==> config.mk <==
export PLATFORM = sky130hd
export DESIGN_NAME = cam_capture_ctrl
export DESIGN_NICKNAME = d
export VERILOG_FILES = /design/src/rtl/cam_capture_ctrl_pkg.sv /design/src/rtl/cam_capture_ctrl_sync_2ff.sv /design/src/rtl/cam_capture_ctrl.sv
export SDC_FILE = /design/constraint.sdc
export NUM_CORES = 1
export LEC_CHECK = 0
export ABC_AREA = 1
export CAP_MARGIN = 20
export CORE_ASPECT_RATIO = 0.6
export CORE_MARGIN = 2
export CORE_UTILIZATION = 37
export CTS_BUF_LIST = sky130_fd_sc_hd__clkbuf_16
export DETAILED_ROUTE_END_ITERATION = 7
export PLACE_DENSITY = 0.69
export RECOVER_POWER = 100
export SKIP_CTS_REPAIR_TIMING = 1
export SYNTH_ARGS = -nofsm -noshare
export SYNTH_HDL_FRONTEND = slang
export SYNTH_HIERARCHICAL = 1
export SYNTH_SLANG_ARGS = --single-unit
==> constraint.sdc <==
create_clock -name cmos_pclk -period 2.05 [get_ports cmos_pclk]
set_input_delay 0.5125 -clock cmos_pclk [delete_from_list [all_inputs] [get_ports cmos_pclk]]
set_output_delay 0.5125 -clock cmos_pclk [all_outputs]
set_load 0.05 [all_outputs]
==> src/rtl/cam_capture_ctrl_pkg.sv <==
// Shared definitions for the CMOS capture frame sequencer: state encodings,
// default 640x480 RGB565 geometry and the registered frame strobe bundle.
package cam_capture_ctrl_pkg;

    typedef enum logic [1:0] {
        S_WAIT_CFG = 2'd0,
        S_SKIP     = 2'd1,
        S_ARM      = 2'd2,
        S_CAPTURE  = 2'd3
    } cap_state_e;

    localparam int unsigned DEF_SKIP_FRAMES = 20;
    localparam int unsigned DEF_H_WORDS     = 640;
    localparam int unsigned DEF_V_LINES     = 480;
    localparam int unsigned DEF_CNT_W       = 11;

    typedef struct packed {
        logic start;
        logic done;
        logic abort;
    } frame_evt_t;

endpackage

==> src/rtl/cam_capture_ctrl_sync_2ff.sv <==
// Two-flop synchronizer with asynchronous active-low reset for single-bit
// level signals crossing into the capture clock domain.
module cam_capture_ctrl_sync_2ff (
    input  logic clk_i,
    input  logic rst_n_i,
    input  logic d_i,
    output logic q_o
);

    logic meta_q;
    logic sync_q;

    always_ff @(posedge clk_i or negedge rst_n_i) begin
        if (!rst_n_i) begin
            meta_q <= 1'b0;
            sync_q <= 1'b0;
        end else begin
            meta_q <= d_i;
            sync_q <= meta_q;
        end
    end

    assign q_o = sync_q;

endmodule

==> src/rtl/cam_capture_ctrl.sv <==
// Frame-level sequencer for the CMOS capture path (cmos_pclk domain).
// Geometry checking is compiled in only when CAM_CAP_GEOM_CHECK_EN is defined.
module cam_capture_ctrl
    import cam_capture_ctrl_pkg::*;
#(
    parameter int unsigned SKIP_FRAMES = DEF_SKIP_FRAMES,
    parameter int unsigned H_WORDS     = DEF_H_WORDS,
    parameter int unsigned V_LINES     = DEF_V_LINES,
    parameter int unsigned CNT_W       = DEF_CNT_W
) (
    input  logic             cmos_pclk,
    input  logic             rst_133,
    input  logic             cfg_done,
    input  logic             cap_run,
    input  logic             cmos_vsyn,
    input  logic             cmos_href,
    input  logic             data_16b_en,
    output logic             cap_en,
    output logic             frame_start,
    output logic             frame_done,
    output logic             frame_abort,
    output logic             bank_tgl,
    output logic             frame_ok,
    output logic [CNT_W-1:0] line_cnt,
    output logic [CNT_W-1:0] word_cnt
);

    localparam int unsigned      SKIP_W  = $clog2(SKIP_FRAMES + 2);
    localparam logic [CNT_W-1:0] CNT_MAX = {CNT_W{1'b1}};
`ifdef CAM_CAP_GEOM_CHECK_EN
    localparam bit GEOM_CHECK = 1'b1;
`else
    localparam bit GEOM_CHECK = 1'b0;
`endif

    logic cfg_s;
    logic run_s;

    cam_capture_ctrl_sync_2ff u_sync_cfg (
        .clk_i   (cmos_pclk),
        .rst_n_i (rst_133),
        .d_i     (cfg_done),
        .q_o     (cfg_s)
    );

    cam_capture_ctrl_sync_2ff u_sync_run (
        .clk_i   (cmos_pclk),
        .rst_n_i (rst_133),
        .d_i     (cap_run),
        .q_o     (run_s)
    );

    logic vs_q;
    logic hs_q;
    logic vs_rise;
    logic vs_fall;
    logic hs_fall;

    cap_state_e        state_q, state_d;
    logic [SKIP_W-1:0] skip_q, skip_d, skip_inc;
    logic [CNT_W-1:0]  line_q, line_d, line_inc, line_end;
    logic [CNT_W-1:0]  word_q, word_d, word_inc, word_closing;
    logic              cap_en_q, cap_en_d;
    logic              bank_q, bank_d;
    logic              ok_q, ok_d;
    logic              bad_q, bad_d, bad_end;
    logic              line_bad;
    logic              frame_good;
    frame_evt_t        evt_q, evt_d;

    assign vs_rise = ~vs_q & cmos_vsyn;
    assign vs_fall = vs_q & ~cmos_vsyn;
    assign hs_fall = hs_q & ~cmos_href;

    // Counters stick at all-ones instead of wrapping so an oversized frame can never alias a good one.
    assign skip_inc     = skip_q + 1'b1;
    assign word_inc     = (word_q == CNT_MAX) ? word_q : word_q + 1'b1;
    assign line_inc     = (line_q == CNT_MAX) ? line_q : line_q + 1'b1;
    assign word_closing = data_16b_en ? word_inc : word_q;
    assign line_end     = hs_fall ? line_inc : line_q;

    assign line_bad   = GEOM_CHECK &&
                        ((word_closing != CNT_W'(H_WORDS)) || (word_closing == CNT_MAX));
    assign bad_end    = bad_q | (hs_fall & line_bad);
    assign frame_good = !GEOM_CHECK ||
                        ((line_end == CNT_W'(V_LINES)) && (line_end != CNT_MAX) && !bad_end);

    always_comb begin
        // NOTE: every variable gets its hold value first so no path leaves one unassigned (no latches).
        state_d  = state_q;
        skip_d   = skip_q;
        line_d   = line_q;
        word_d   = word_q;
        cap_en_d = cap_en_q;
        bank_d   = bank_q;
        ok_d     = ok_q;
        bad_d    = bad_q;
        evt_d    = '0;

        if (!cfg_s) begin
            state_d     = S_WAIT_CFG;
            cap_en_d    = 1'b0;
            evt_d.abort = (state_q == S_CAPTURE);
        end else begin
            unique case (state_q)
                S_WAIT_CFG: begin
                    skip_d  = '0;
                    state_d = (SKIP_FRAMES == 0) ? S_ARM : S_SKIP;
                end
                S_SKIP: begin
                    if (vs_rise) begin
                        skip_d = skip_inc;
                        if (skip_inc == SKIP_W'(SKIP_FRAMES)) state_d = S_ARM;
                    end
                end
                S_ARM: begin
                    // Only a vsync fall starts a frame, so arming mid-frame never yields a partial one.
                    if (run_s && vs_fall) begin
                        state_d     = S_CAPTURE;
                        cap_en_d    = 1'b1;
                        evt_d.start = 1'b1;
                        line_d      = '0;
                        word_d      = '0;
                        bad_d       = 1'b0;
                    end
                end
                S_CAPTURE: begin
                    if (data_16b_en) word_d = word_inc;
                    if (hs_fall) begin
                        line_d = line_inc;
                        word_d = '0;
                        bad_d  = bad_end;
                    end
                    if (vs_rise) begin
                        state_d    = S_ARM;
                        cap_en_d   = 1'b0;
                        evt_d.done = 1'b1;
                        ok_d       = frame_good;
                        bank_d     = bank_q ^ frame_good;
                    end
                end
                default: state_d = S_WAIT_CFG;
            endcase
        end
    end

    always_ff @(posedge cmos_pclk or negedge rst_133) begin
        // NOTE: state registers use non-blocking assignments so all flops update from pre-edge values.
        if (!rst_133) begin
            vs_q     <= 1'b0;
            hs_q     <= 1'b0;
            state_q  <= S_WAIT_CFG;
            skip_q   <= '0;
            line_q   <= '0;
            word_q   <= '0;
            cap_en_q <= 1'b0;
            bank_q   <= 1'b0;
            ok_q     <= 1'b0;
            bad_q    <= 1'b0;
            evt_q    <= '0;
        end else begin
            vs_q     <= cmos_vsyn;
            hs_q     <= cmos_href;
            state_q  <= state_d;
            skip_q   <= skip_d;
            line_q   <= line_d;
            word_q   <= word_d;
            cap_en_q <= cap_en_d;
            bank_q   <= bank_d;
            ok_q     <= ok_d;
            bad_q    <= bad_d;
            evt_q    <= evt_d;
        end
    end

    assign cap_en      = cap_en_q;
    assign frame_start = evt_q.start;
    assign frame_done  = evt_q.done;
    assign frame_abort = evt_q.abort;
    assign bank_tgl    = bank_q;
    assign frame_ok    = ok_q;
    assign line_cnt    = line_q;
    assign word_cnt    = word_q;

endmodule
== Word level (Yosys, flattened, before mapping) ==
Cells that the tools add are included.

* Register bits: 41
* Bits of input ports: 7
* Word-level logic and storage cells: 79

* Add/sub/neg operators: 3
* Equality and inequality tests: 17
* Multiplexer cells: 26
* Bitwise operators: 7
* Reduce and logical (&&, ||, !) cells: 10

{| class="wikitable"
|+ Operators with widths
! kind !! number
|-
| 11-bit 2-to-1 mux || 6
|-
| 11-bit one-hot mux with 2 select lines || 2
|-
| 11-bit by 1-bit adder with 11-bit output (second input constant) || 2
|-
| 11-bit equality test (second input constant) || 2
|-
| 3-bit inequality test (second input constant) || 7
|-
| 2-bit 2-to-1 mux || 6
|-
| 5-bit one-hot mux with 2 select lines || 1
|-
| 5-bit AND reduction || 2
|-
| 3-bit AND reduction || 3
|-
| 1-bit 2-to-1 mux || 8
|-
| 2-bit inequality test (second input constant) || 4
|-
| 2-bit one-hot mux with 4 select lines || 1
|-
| 5-bit by 1-bit adder with 5-bit output (second input constant) || 1
|-
| 5-bit equality test (second input constant) || 1
|-
| 5-bit 2-to-1 mux || 1
|-
| 2-bit equality test (second input constant) || 2
|-
| 1-bit NOT || 4
|-
| 4-bit AND reduction || 1
|-
| 2-bit nonzero test || 2
|-
| 1-bit AND || 3
|-
| 2-bit by 1-bit equality test with 1-bit output (second input constant) || 1
|-
| 2-bit zero test || 1
|-
| 1-bit one-hot mux with 2 select lines || 1
|-
| 1-bit logical AND || 1
|}

== Longest topological paths before layout ==
Gate-level depths: netlist of the first run.

* Depth after elaboration: 6
* Mapped depth: 10

== Cells and area by module ==
Netlist of the first run, hierarchy kept.

{| class="wikitable"
|+ By module, submodules not included
! module !! instances !! cells an instance !! area an instance (um2) !! seq. area each (um2)
|-
| cam_capture_ctrl || 1 || 278 || 2150.8 || 925.9
|-
| cam_capture_ctrl_sync_2ff || 2 || 2 || 50.0 || 50.0
|}

== Least setup slack after synthesis of the first run ==
OpenSTA, ideal clock, no wires.

* Kind: reg-to-reg
* Start: reg word_q[0], in the netlist word_cnt[0]
* End: reg word_q[10], in the netlist word_cnt[10]
* Setup time: 0.119 ns
* Arrival: 1.872 ns
* Required time: 1.931 ns
* Path slack: 0.059 ns
* Stages on the path, launching flop included: 11
* Buffers on the path: 0
* Clock period less this slack: 1.991 ns
* Path through: dfrtp_1 -> ha_1 -> nand2_1 -> nor2_2 -> nand3_1 -> nor2_1 -> nand2_1 -> nand2_2 -> nand2_2 -> nand2_1 -> nand2_1

* Longest elaborated chain between the ends: 5

{| class="wikitable"
|+ RTL lines
! item !! RTL line !! RTL
|-
| start, declared || cam_capture_ctrl.sv:62 || <nowiki>logic [CNT_W-1:0] word_q, word_d, word_inc, word_closing;</nowiki>
|-
| start signal, assigned || cam_capture_ctrl.sv:167 || <nowiki>word_q <= word_d;</nowiki>
|-
| 11-bit by 1-bit adder with 11-bit output || cam_capture_ctrl.sv:77 || <nowiki>assign word_inc = (word_q == CNT_MAX) ? word_q : word_q + 1'b1;</nowiki>
|-
| 11-bit 2-to-1 mux || cam_capture_ctrl.sv:77 ||
|-
| 11-bit 2-to-1 mux || cam_capture_ctrl.sv:128 || <nowiki>if (data_16b_en) word_d = word_inc;</nowiki>
|-
| 11-bit 2-to-1 mux || cam_capture_ctrl.sv:129 || <nowiki>if (hs_fall) begin</nowiki>
|-
| 11-bit one-hot mux with 2 select lines || cam_capture_ctrl.sv:105 || <nowiki>unique case (state_q)</nowiki>
|}

Parallel ways exist; a longest one is shown, timed or not. The select of a mux whose other input is x is not followed.
A chain may end at the register's enable or synchronous reset.

== Final worst setup path of the first run ==
* Start: reg evt_q, in the netlist frame_done
* End: out frame_done

{| class="wikitable"
|+ RTL lines
! item !! RTL line !! RTL
|-
| start, declared || cam_capture_ctrl.sv:69 || <nowiki>frame_evt_t evt_q, evt_d;</nowiki>
|-
| start signal, assigned || cam_capture_ctrl.sv:172 || <nowiki>evt_q <= evt_d;</nowiki>
|-
| end, declared || cam_capture_ctrl.sv:20 || <nowiki>output logic frame_done,</nowiki>
|}

No word-level cell between the ends.

==> results.sh, run 1 <==
export IMPL_yosysWarnings=6
export IMPL_initial_core_util=0.393
export IMPL_synth_flop_cell="dfrtp_1"
export IMPL_max_slew_margin_rel=0.327
export IMPL_fp_dieW_um=105
export IMPL_synth_top_family_by_area="simple AND/OR/NAND/NOR gates"
export IMPL_synth_xor_xnor_area_share=0.0350
export IMPL_cp_arrival_ps=1470
export IMPL_core_region_area_um2=5730
export IMPL_clk_pin_slew_worst_paths_ps=60
export IMPL_yosys_top_cells_area="dfrtp_1 46%, nand2_1 12%, nand3_1 8.2%"
export IMPL_pwr_share_seq=0.383
export IMPL_pwr_share_clk=0.262
export IMPL_netlist_area_um2=2250
export IMPL_worst_path_max_delay_cell="dlygate4sd3_1"
export IMPL_period_share=0.968
export IMPL_ys_ff_latch=41
export IMPL_cts_root_buf="clkbuf_16"
export IMPL_pwr_share_comb=0.355
export IMPL_syn_to_final_growth_pct=20.3
export IMPL_postSynthCellCount=282
export IMPL_hp_class="reg2reg"
export IMPL_fin_cells=410
export IMPL_yosysSeqAreaShare=0.456
export IMPL_firstDrtPassIters=4
export IMPL_pre_cts_slack_ps=-65.3
export IMPL_cpPeakStageDelay_ps=870
export IMPL_crit_path_end_kind="primary output"
export IMPL_required_ps=1540
export IMPL_rows=21
export IMPL_drc=0
export IMPL_grt_pass1_wl_mm=9.10
export IMPL_dpl_cell_area_um2=2680
export IMPL_num_vias=2008
export IMPL_netSwitchingFraction=0.411
export IMPL_synth_nets=292
export IMPL_setup_violations_final=0
export IMPL_antenna_found_initial=0
export IMPL_wirelength_mm=5.40
export IMPL_setup_ws_ps=65.0
export IMPL_run_status="finished clean"
export IMPL_final_hold_viol_count=0
export IMPL_yosysTopAreaCell="dfrtp_1"
export IMPL_dp_cells=402
export IMPL_port_buffers=34
export IMPL_synthTopCellsByCount="69 x nand2_1, 43 x nor2_1, 41 x dfrtp_1, 37 x nand3_1, 26 x inv_1"
export IMPL_yosys_area_share_simple=0.358
export IMPL_synth_edff_count=0
export IMPL_htreeDepth=2
export IMPL_cap_violations=0
export IMPL_drtAntennaViolNets=0
export IMPL_hold_worst_slack_ps=350
export IMPL_nNetsFinal=339
export IMPL_r2r_start="state_q[1]"
export IMPL_synth_adder_area_share=0.0167
export IMPL_cts_inserted_buffers=5
export IMPL_cp_cell_sequence="dlygate4sd3_1"
export IMPL_stdcell_area_um2=2710
export IMPL_fill_cells=581
export IMPL_finalClockSkew_ps=6.10
export IMPL_power_per_cell_area_nw_per_um2=1040
export IMPL_synth_compound_area_frac=0.0628
export IMPL_fmax_ghz=0.504
export IMPL_min_period_ps=1990
export IMPL_drive_above_1_share=0.109
export IMPL_p_total_mw=2.82
export IMPL_pin_count=35
export IMPL_dieArea_um2=6740
export IMPL_async_flop_share=1.00
export IMPL_drt_iter0_drc=136
export IMPL_grt_overflow=0
export IMPL_grt_usage=0.173
export IMPL_die_h_um=64.4
export IMPL_synth_top_area_share=0.456
export IMPL_vdd_drop_max_v=0.000539
export IMPL_clk_path_buf_depth=2
export IMPL_cp_num_buf_inv=1
export IMPL_vias_per_cell=4.90
export IMPL_diodes=0
export IMPL_synth_cell_types=34
export IMPL_drv_slew=0
export IMPL_cts_tree="built"
export IMPL_gp_congestion=0.864
export IMPL_synth_mux_area_frac=0
export IMPL_hp_start="u_sync_run/meta_q"
export IMPL_first_global_vias=1806
export IMPL_grt_max_degree=42
export IMPL_cp_start_kind="register"
export IMPL_leakage_nw=1.26
export IMPL_place_hpwl_mm=3.96
export IMPL_critical_path_class="reg2out"
export IMPL_postSynthAreaPerCell_um2=7.98
export IMPL_yosysMostFrequentCell="nand2_1"
export IMPL_critPathTopFamily="buffers and inverters"
export IMPL_clkLatencyLatePin_ps=280
export IMPL_tightest_slew_ps=1010
export IMPL_internal_power_mw=1.66
export IMPL_critPathLaunch="frame_done"
export IMPL_cts_sinks=41
export IMPL_rsz0062_at_grt="false"
export IMPL_worstPathMaxFanout=1
export IMPL_switchingPower_mw=1.16
export IMPL_wl_per_cell_um=13.2
[per-stage QoR]
step	TNS (ps)	utilization
global route	0	0.473
finish	0	0.473
global placement	0	0.468
detailed placement	-502	0.468
floorplan	0	-
CTS	0	0.492
[placed cells by master, fill, tap and decap left out, types with 3 or more instances in the layout]
cell type / synthesis / routed
xor2_1: 9 / 9
buf_4: 0 / 8
clkbuf_16: 0 / 5
inv_1: 26 / 26
clkbuf_1: 1 / 23
o21ai_0: 7 / 7
nor3b_1: 3 / 3
nand3_1: 37 / 37
nand2_2: 3 / 3
clkdlybuf4s50_1: 0 / 7
dfrtp_1: 41 / 41
o21ai_2: 3 / 4
nand4_1: 8 / 8
nor2_1: 43 / 45
nand2_1: 69 / 69
nor2_2: 4 / 3
ha_1: 3 / 3
dlygate4sd3_1: 0 / 4
[metal layers]
layer  up-vias  GRT usage  routed length, um
met4         0     0.0500                 42
met1       923      0.274               2870
li1       1005          -                  -
met5         -          0                  0
met3         5     0.0503                445
met2        75      0.222               2040
[power by group through the flow]
stage | combinational (mW) | clock (mW) | sequential (mW)
after global routing | 1.08 | 0.794 | 1.10
after global placement | 1.06 | 0 | 1.09
final | 1.00 | 0.739 | 1.08
after CTS | 1.07 | 0.754 | 1.08
after floorplan | 0.428 | 0 | 1.37
after detailed placement | 1.07 | 0 | 1.09
[path summary, 6_finish.rpt]
check	end	slack (ps)	cells after the start
setup / recovery	frame_done	60	1
max in group asynchronous	line_cnt[10]	940	2
min in group asynchronous	word_cnt[8]	490	2
hold / removal	u_sync_run/q_o	350	0
setup reg to reg	word_cnt[5]	190	8
hold reg to reg	u_sync_run/q_o	350	0
[flip-flops by register name (all words and copies together) (netlist names), 2 cells and up]
name,flops
line_cnt,11
skip_q,5
state_q,2
word_cnt,11
[cell type report]
class / instances / area (um^2) / share of cell area
multi-input cells: 207 / 1050 / 0.386
clock inverters: 3 / 12.5 / 0.00462
well taps: 80 / 100 / 0.0370
flip-flops and latches: 41 / 1030 / 0.379
inverters: 28 / 108 / 0.0397
repair buffers: 46 / 292 / 0.108
clock buffers: 5 / 125 / 0.0462
[kinds of logic after synthesis]
family | after synthesis
buffers and inverters | 34
DFF | 41
xor gates and xnor gates | 9
AOI/OAI and AO/OA | 20
adders and majority gates | 3
and+or+nand+nor | 175
(Power assumes the default switching activity.)
==> run 2: changes to the inputs <==
--- a/config.mk
+++ b/config.mk
@@ -9,10 +9,10 @@
 export CAP_MARGIN = 20
 export CORE_ASPECT_RATIO = 0.6
 export CORE_MARGIN = 2
-export CORE_UTILIZATION = 37
+export CORE_UTILIZATION = 30
 export CTS_BUF_LIST = sky130_fd_sc_hd__clkbuf_16
 export DETAILED_ROUTE_END_ITERATION = 7
-export PLACE_DENSITY = 0.69
+export PLACE_DENSITY = 0.61
 export RECOVER_POWER = 100
 export SKIP_CTS_REPAIR_TIMING = 1
 export SYNTH_ARGS = -nofsm -noshare
==> results.sh, run 2 (same netlist as run 1, synthesis figures left out) <==
export IMPL_fp_dieW_um=116
export IMPL_num_vias=1977
export IMPL_final_util=0.376
export IMPL_wl_per_cell_um=12.1
export IMPL_required_ps=1540
export IMPL_dpl_cell_area_um2=2700
export IMPL_drv_slew=0
export IMPL_antenna_found_initial=0
export IMPL_drt_iter0_drc=90
export IMPL_cp_cell_sequence="dlygate4sd3_1"
export IMPL_die_h_um=71.1
export IMPL_clk_pin_slew_worst_paths_ps=60
export IMPL_tightest_slew_ps=1060
export IMPL_min_period_ps=1970
export IMPL_max_slew_margin_rel=0.294
export IMPL_run_status="finished clean"
export IMPL_switchingPower_mw=1.15
export IMPL_place_hpwl_mm=3.89
export IMPL_rsz0062_at_grt="false"
export IMPL_leakage_nw=1.26
export IMPL_internal_power_mw=1.76
export IMPL_crit_cells=1
export IMPL_first_global_vias=1847
export IMPL_grt_max_degree=24
export IMPL_fin_cells=432
export IMPL_grt_usage=0.138
export IMPL_cts_inserted_buffers=5
export IMPL_grt_overflow=0
export IMPL_setup_violations_final=0
export IMPL_period_share=0.962
export IMPL_stdcell_area_um2=2730
export IMPL_worstPathMaxFanout=1
export IMPL_holdPathStages=0
export IMPL_core_region_area_um2=7270
export IMPL_critical_path_class="reg2out"
export IMPL_cts_sinks=41
export IMPL_fmax_ghz=0.507
export IMPL_grt_pass1_wl_mm=8.82
export IMPL_gp_congestion=0.838
export IMPL_pwr_share_comb=0.327
export IMPL_vdd_drop_max_v=0.000468
export IMPL_cp_arrival_ps=1460
export IMPL_cts_tree="built"
export IMPL_initial_core_util=0.310
export IMPL_p_total_mw=2.91
export IMPL_cp_start_kind="register"
export IMPL_syn_to_final_growth_pct=21.2
export IMPL_diodes=0
export IMPL_nNetsFinal=337
export IMPL_crit_path_end_kind="primary output"
export IMPL_drtAntennaViolNets=0
export IMPL_pwr_share_clk=0.303
export IMPL_critPathTopFamily="buffers and inverters"
export IMPL_wirelength_mm=5.22
export IMPL_htreeDepth=2
export IMPL_rows=24
export IMPL_firstDrtPassIters=4
export IMPL_port_buffers=34
export IMPL_drive_above_1_share=0.101
export IMPL_clkLatencyLatePin_ps=280
export IMPL_vias_per_cell=4.58
export IMPL_final_cell_mix="69 x nand2_1, 44 x nor2_1, 41 x dfrtp_1, 37 x nand3_1, 27 x inv_1"
export IMPL_pin_count=35
export IMPL_power_per_cell_area_nw_per_um2=1070
export IMPL_r2r_cells=6
export IMPL_cap_violations=0
export IMPL_cts_root_buf="clkbuf_16"
export IMPL_clk_path_buf_depth=2
export IMPL_pwr_share_seq=0.370
export IMPL_netSwitchingFraction=0.396
export IMPL_dieArea_um2=8230
export IMPL_hp_class="reg2reg"
export IMPL_cpPeakStageDelay_ps=860
export IMPL_worst_path_max_delay_cell="dlygate4sd3_1"
export IMPL_drc=0
export IMPL_final_common_cell="nand2_1"
export IMPL_final_hold_viol_count=0
export IMPL_cp_num_buf_inv=1
export IMPL_finalClockSkew_ps=7.07
export IMPL_dp_cells=424
## run 2: changes by cell type in the layout (fill, tap and decap cells not counted), moves of 2 or more
cell             previous run  this run
buf_4                       8         6
dlygate4sd3_1               4         6
nor2_2                      3         5
clkdlybuf4s50_1             7         3
clkbuf_1                   23        26
## run 2: stage by stage
step	worst slack [ps]	hold WS, ps	setup TNS (ps)
after floorplan	59.3	217	0
after global placement	37.5	336	0
after detailed placement	-21.6	336	-123
after CTS	88.1	195	0
after global routing	40.0	352	0
final	77.0	348	0
## run 2: cell type report
class | instances | area [um^2]
Clock buffer | 5 | 125
Clock inverter | 3 | 37.5
Fill cell | 796 | 4540
Inverter | 28 | 108
Multi-Input combinational cell | 207 | 1040
Sequential cell | 41 | 1030
Tap cell | 104 | 130
Timing Repair Buffer | 44 | 263
## run 2: final timing paths
check | from | endpoint | slack (ps)
max reg2reg | line_cnt[1] | line_cnt[7] | 190
max in group asynchronous | rst_133 | word_cnt[8] | 480
min | u_sync_cfg/meta_q | u_sync_cfg/q_o | 350
min reg2reg | u_sync_cfg/meta_q | u_sync_cfg/q_o | 350
max | frame_done | frame_done | 80
min in group asynchronous | rst_133 | skip_q[3] | 390
## run 2: layer usage
metal  vias to the layer above  GRT usage  part of all wire
li1                       1002          -                 -
met3                         4     0.0403             0.059
met5                         -          0                 0
met1                       925      0.208              0.53
met4                         0     0.0317            0.0077
met2                        46      0.193              0.41
## run 2: power groups by stage
stage / logic (mW) / registers (mW) / clock network, mW
after detailed placement: 1.05 / 1.09 / 0
final: 0.951 / 1.08 / 0.882
after floorplan: 0.428 / 1.37 / 0
after CTS: 1.05 / 1.08 / 0.898
after global placement: 1.03 / 1.09 / 0
after global routing: 1.04 / 1.10 / 0.932
==> run 3: changes to the inputs <==
--- a/config.mk
+++ b/config.mk
@@ -8,7 +8,7 @@
 export ABC_AREA = 1
 export CAP_MARGIN = 20
 export CORE_ASPECT_RATIO = 0.6
-export CORE_MARGIN = 2
+export CORE_MARGIN = 5
 export CORE_UTILIZATION = 30
 export CTS_BUF_LIST = sky130_fd_sc_hd__clkbuf_16
 export DETAILED_ROUTE_END_ITERATION = 7
==> results.sh, run 3 (same netlist as run 1, synthesis figures left out) <==
export IMPL_gp_congestion=0.844
export IMPL_grt_overflow=0
export IMPL_crit_path_end_kind="primary output"
export IMPL_grt_pass1_wl_mm=8.60
export IMPL_drc=0
export IMPL_finalClockSkew_ps=5.53
export IMPL_top_layer_used="met4"
export IMPL_critPathTopFamily="buffers and inverters"
export IMPL_final_common_cell="nand2_1"
export IMPL_num_vias=1953
export IMPL_power_per_cell_area_nw_per_um2=1050
export IMPL_initial_core_util=0.310
export IMPL_core_region_area_um2=7270
export IMPL_hp_class="reg2reg"
export IMPL_required_ps=1540
export IMPL_htreeDepth=2
export IMPL_route_met2_wl_mm=2.04
export IMPL_place_hpwl_mm=3.96
export IMPL_drt_iter0_drc=150
export IMPL_fp_dieW_um=122
export IMPL_grt_max_degree=22
export IMPL_stdcell_area_um2=2740
export IMPL_pin_count=35
export IMPL_critical_path_class="reg2out"
export IMPL_hp_start="u_sync_run/meta_q"
export IMPL_rows=24
export IMPL_worstPathMaxFanout=1
export IMPL_final_hold_viol_count=0
export IMPL_run_status="finished clean"
export IMPL_met1Wirelength_mm=2.76
export IMPL_cp_num_buf_inv=1
export IMPL_final_cell_mix="70 x nand2_1, 43 x nor2_1, 41 x dfrtp_1, 38 x nand3_1, 27 x inv_1"
export IMPL_min_period_ps=1980
export IMPL_vdd_drop_max_v=0.000504
export IMPL_die_h_um=77.1
export IMPL_cp_cell_sequence="dlygate4sd3_1"
export IMPL_cp_arrival_ps=1470
export IMPL_rsz0062_at_grt="false"
export IMPL_drtAntennaViolNets=0
export IMPL_critPathLaunch="frame_abort"
export IMPL_clk_pin_slew_worst_paths_ps=60
export IMPL_wl_per_cell_um=11.9
export IMPL_cts_root_buf="clkbuf_16"
export IMPL_drive_above_1_share=0.100
export IMPL_wl_met3_um=312
export IMPL_diodes=0
export IMPL_first_global_vias=1721
export IMPL_grt_usage=0.114
export IMPL_p_total_mw=2.89
export IMPL_setup_tns_final_ps=0
export IMPL_pre_cts_slack_ps=-40.1
export IMPL_leakage_nw=1.26
export IMPL_cap_violations=0
export IMPL_tightest_slew_ps=1150
export IMPL_cts_inserted_buffers=5
export IMPL_vias_per_cell=4.51
export IMPL_clkLatencyLatePin_ps=280
export IMPL_port_buffers=34
export IMPL_r2r_start="line_cnt[0]"
export IMPL_hold_worst_slack_ps=352
export IMPL_wirelength_mm=5.15
export IMPL_drv_slew=0
export IMPL_cts_sinks=41
export IMPL_dpl_cell_area_um2=2710
export IMPL_dp_cells=425
export IMPL_setup_ws_ps=65.6
export IMPL_cts_tree="built"
export IMPL_final_util=0.377
export IMPL_cpPeakStageDelay_ps=870
export IMPL_period_share=0.968
export IMPL_fin_cells=433
export IMPL_firstDrtPassIters=4
export IMPL_syn_to_final_growth_pct=21.6
export IMPL_max_slew_margin_rel=0.231
export IMPL_dieArea_um2=9390
export IMPL_clk_path_buf_depth=2
export IMPL_worst_path_max_delay_cell="dlygate4sd3_1"
export IMPL_cp_start_kind="register"
export IMPL_nNetsFinal=338
export IMPL_fmax_ghz=0.504
export IMPL_setup_violations_final=0
export IMPL_antenna_found_initial=0
==> run 3: changes by cell type in the layout (fill, tap and decap cells not counted), sizes merged <==
cell,before,now
clkdlybuf4s50,3,4
buf,7,8
dlygate4sd3,6,5
inv,29,28
clkinv,1,2
==> run 3: area by class of cell <==
cell class	instances	area, um^2
Fill cell	777	4530
Multi-Input combinational cell	207	1040
Sequential cell	41	1030
Timing Repair Buffer	45	270
Tap cell	104	130
Clock buffer	5	125
Inverter	28	105
Clock inverter	3	37.5
==> run 3: power by group <==
group	internal, mW	total, mW	switching (mW)
clock network	0.566	0.873	0.307
logic	0.247	0.921	0.674
registers	0.935	1.09	0.157
total	1.75	2.89	1.14
==> run 3: final timing paths <==
check                            endpoint  slack, ps  depth (start not counted)
max                           frame_abort         70                          1
min                        u_sync_run/q_o        350                          0
max reg2reg                   line_cnt[7]        250                          6
min reg2reg                u_sync_run/q_o        350                          0
max in group asynchronous    word_cnt[10]        500                          2
min in group asynchronous       skip_q[3]        440                          1
==> run 3: per-layer routing <==
metal	track usage	up-vias
met2	0.148	45
met3	0.0390	7
met4	0.0235	0
met5	0	-
met1	0.179	901
li1	-	1000
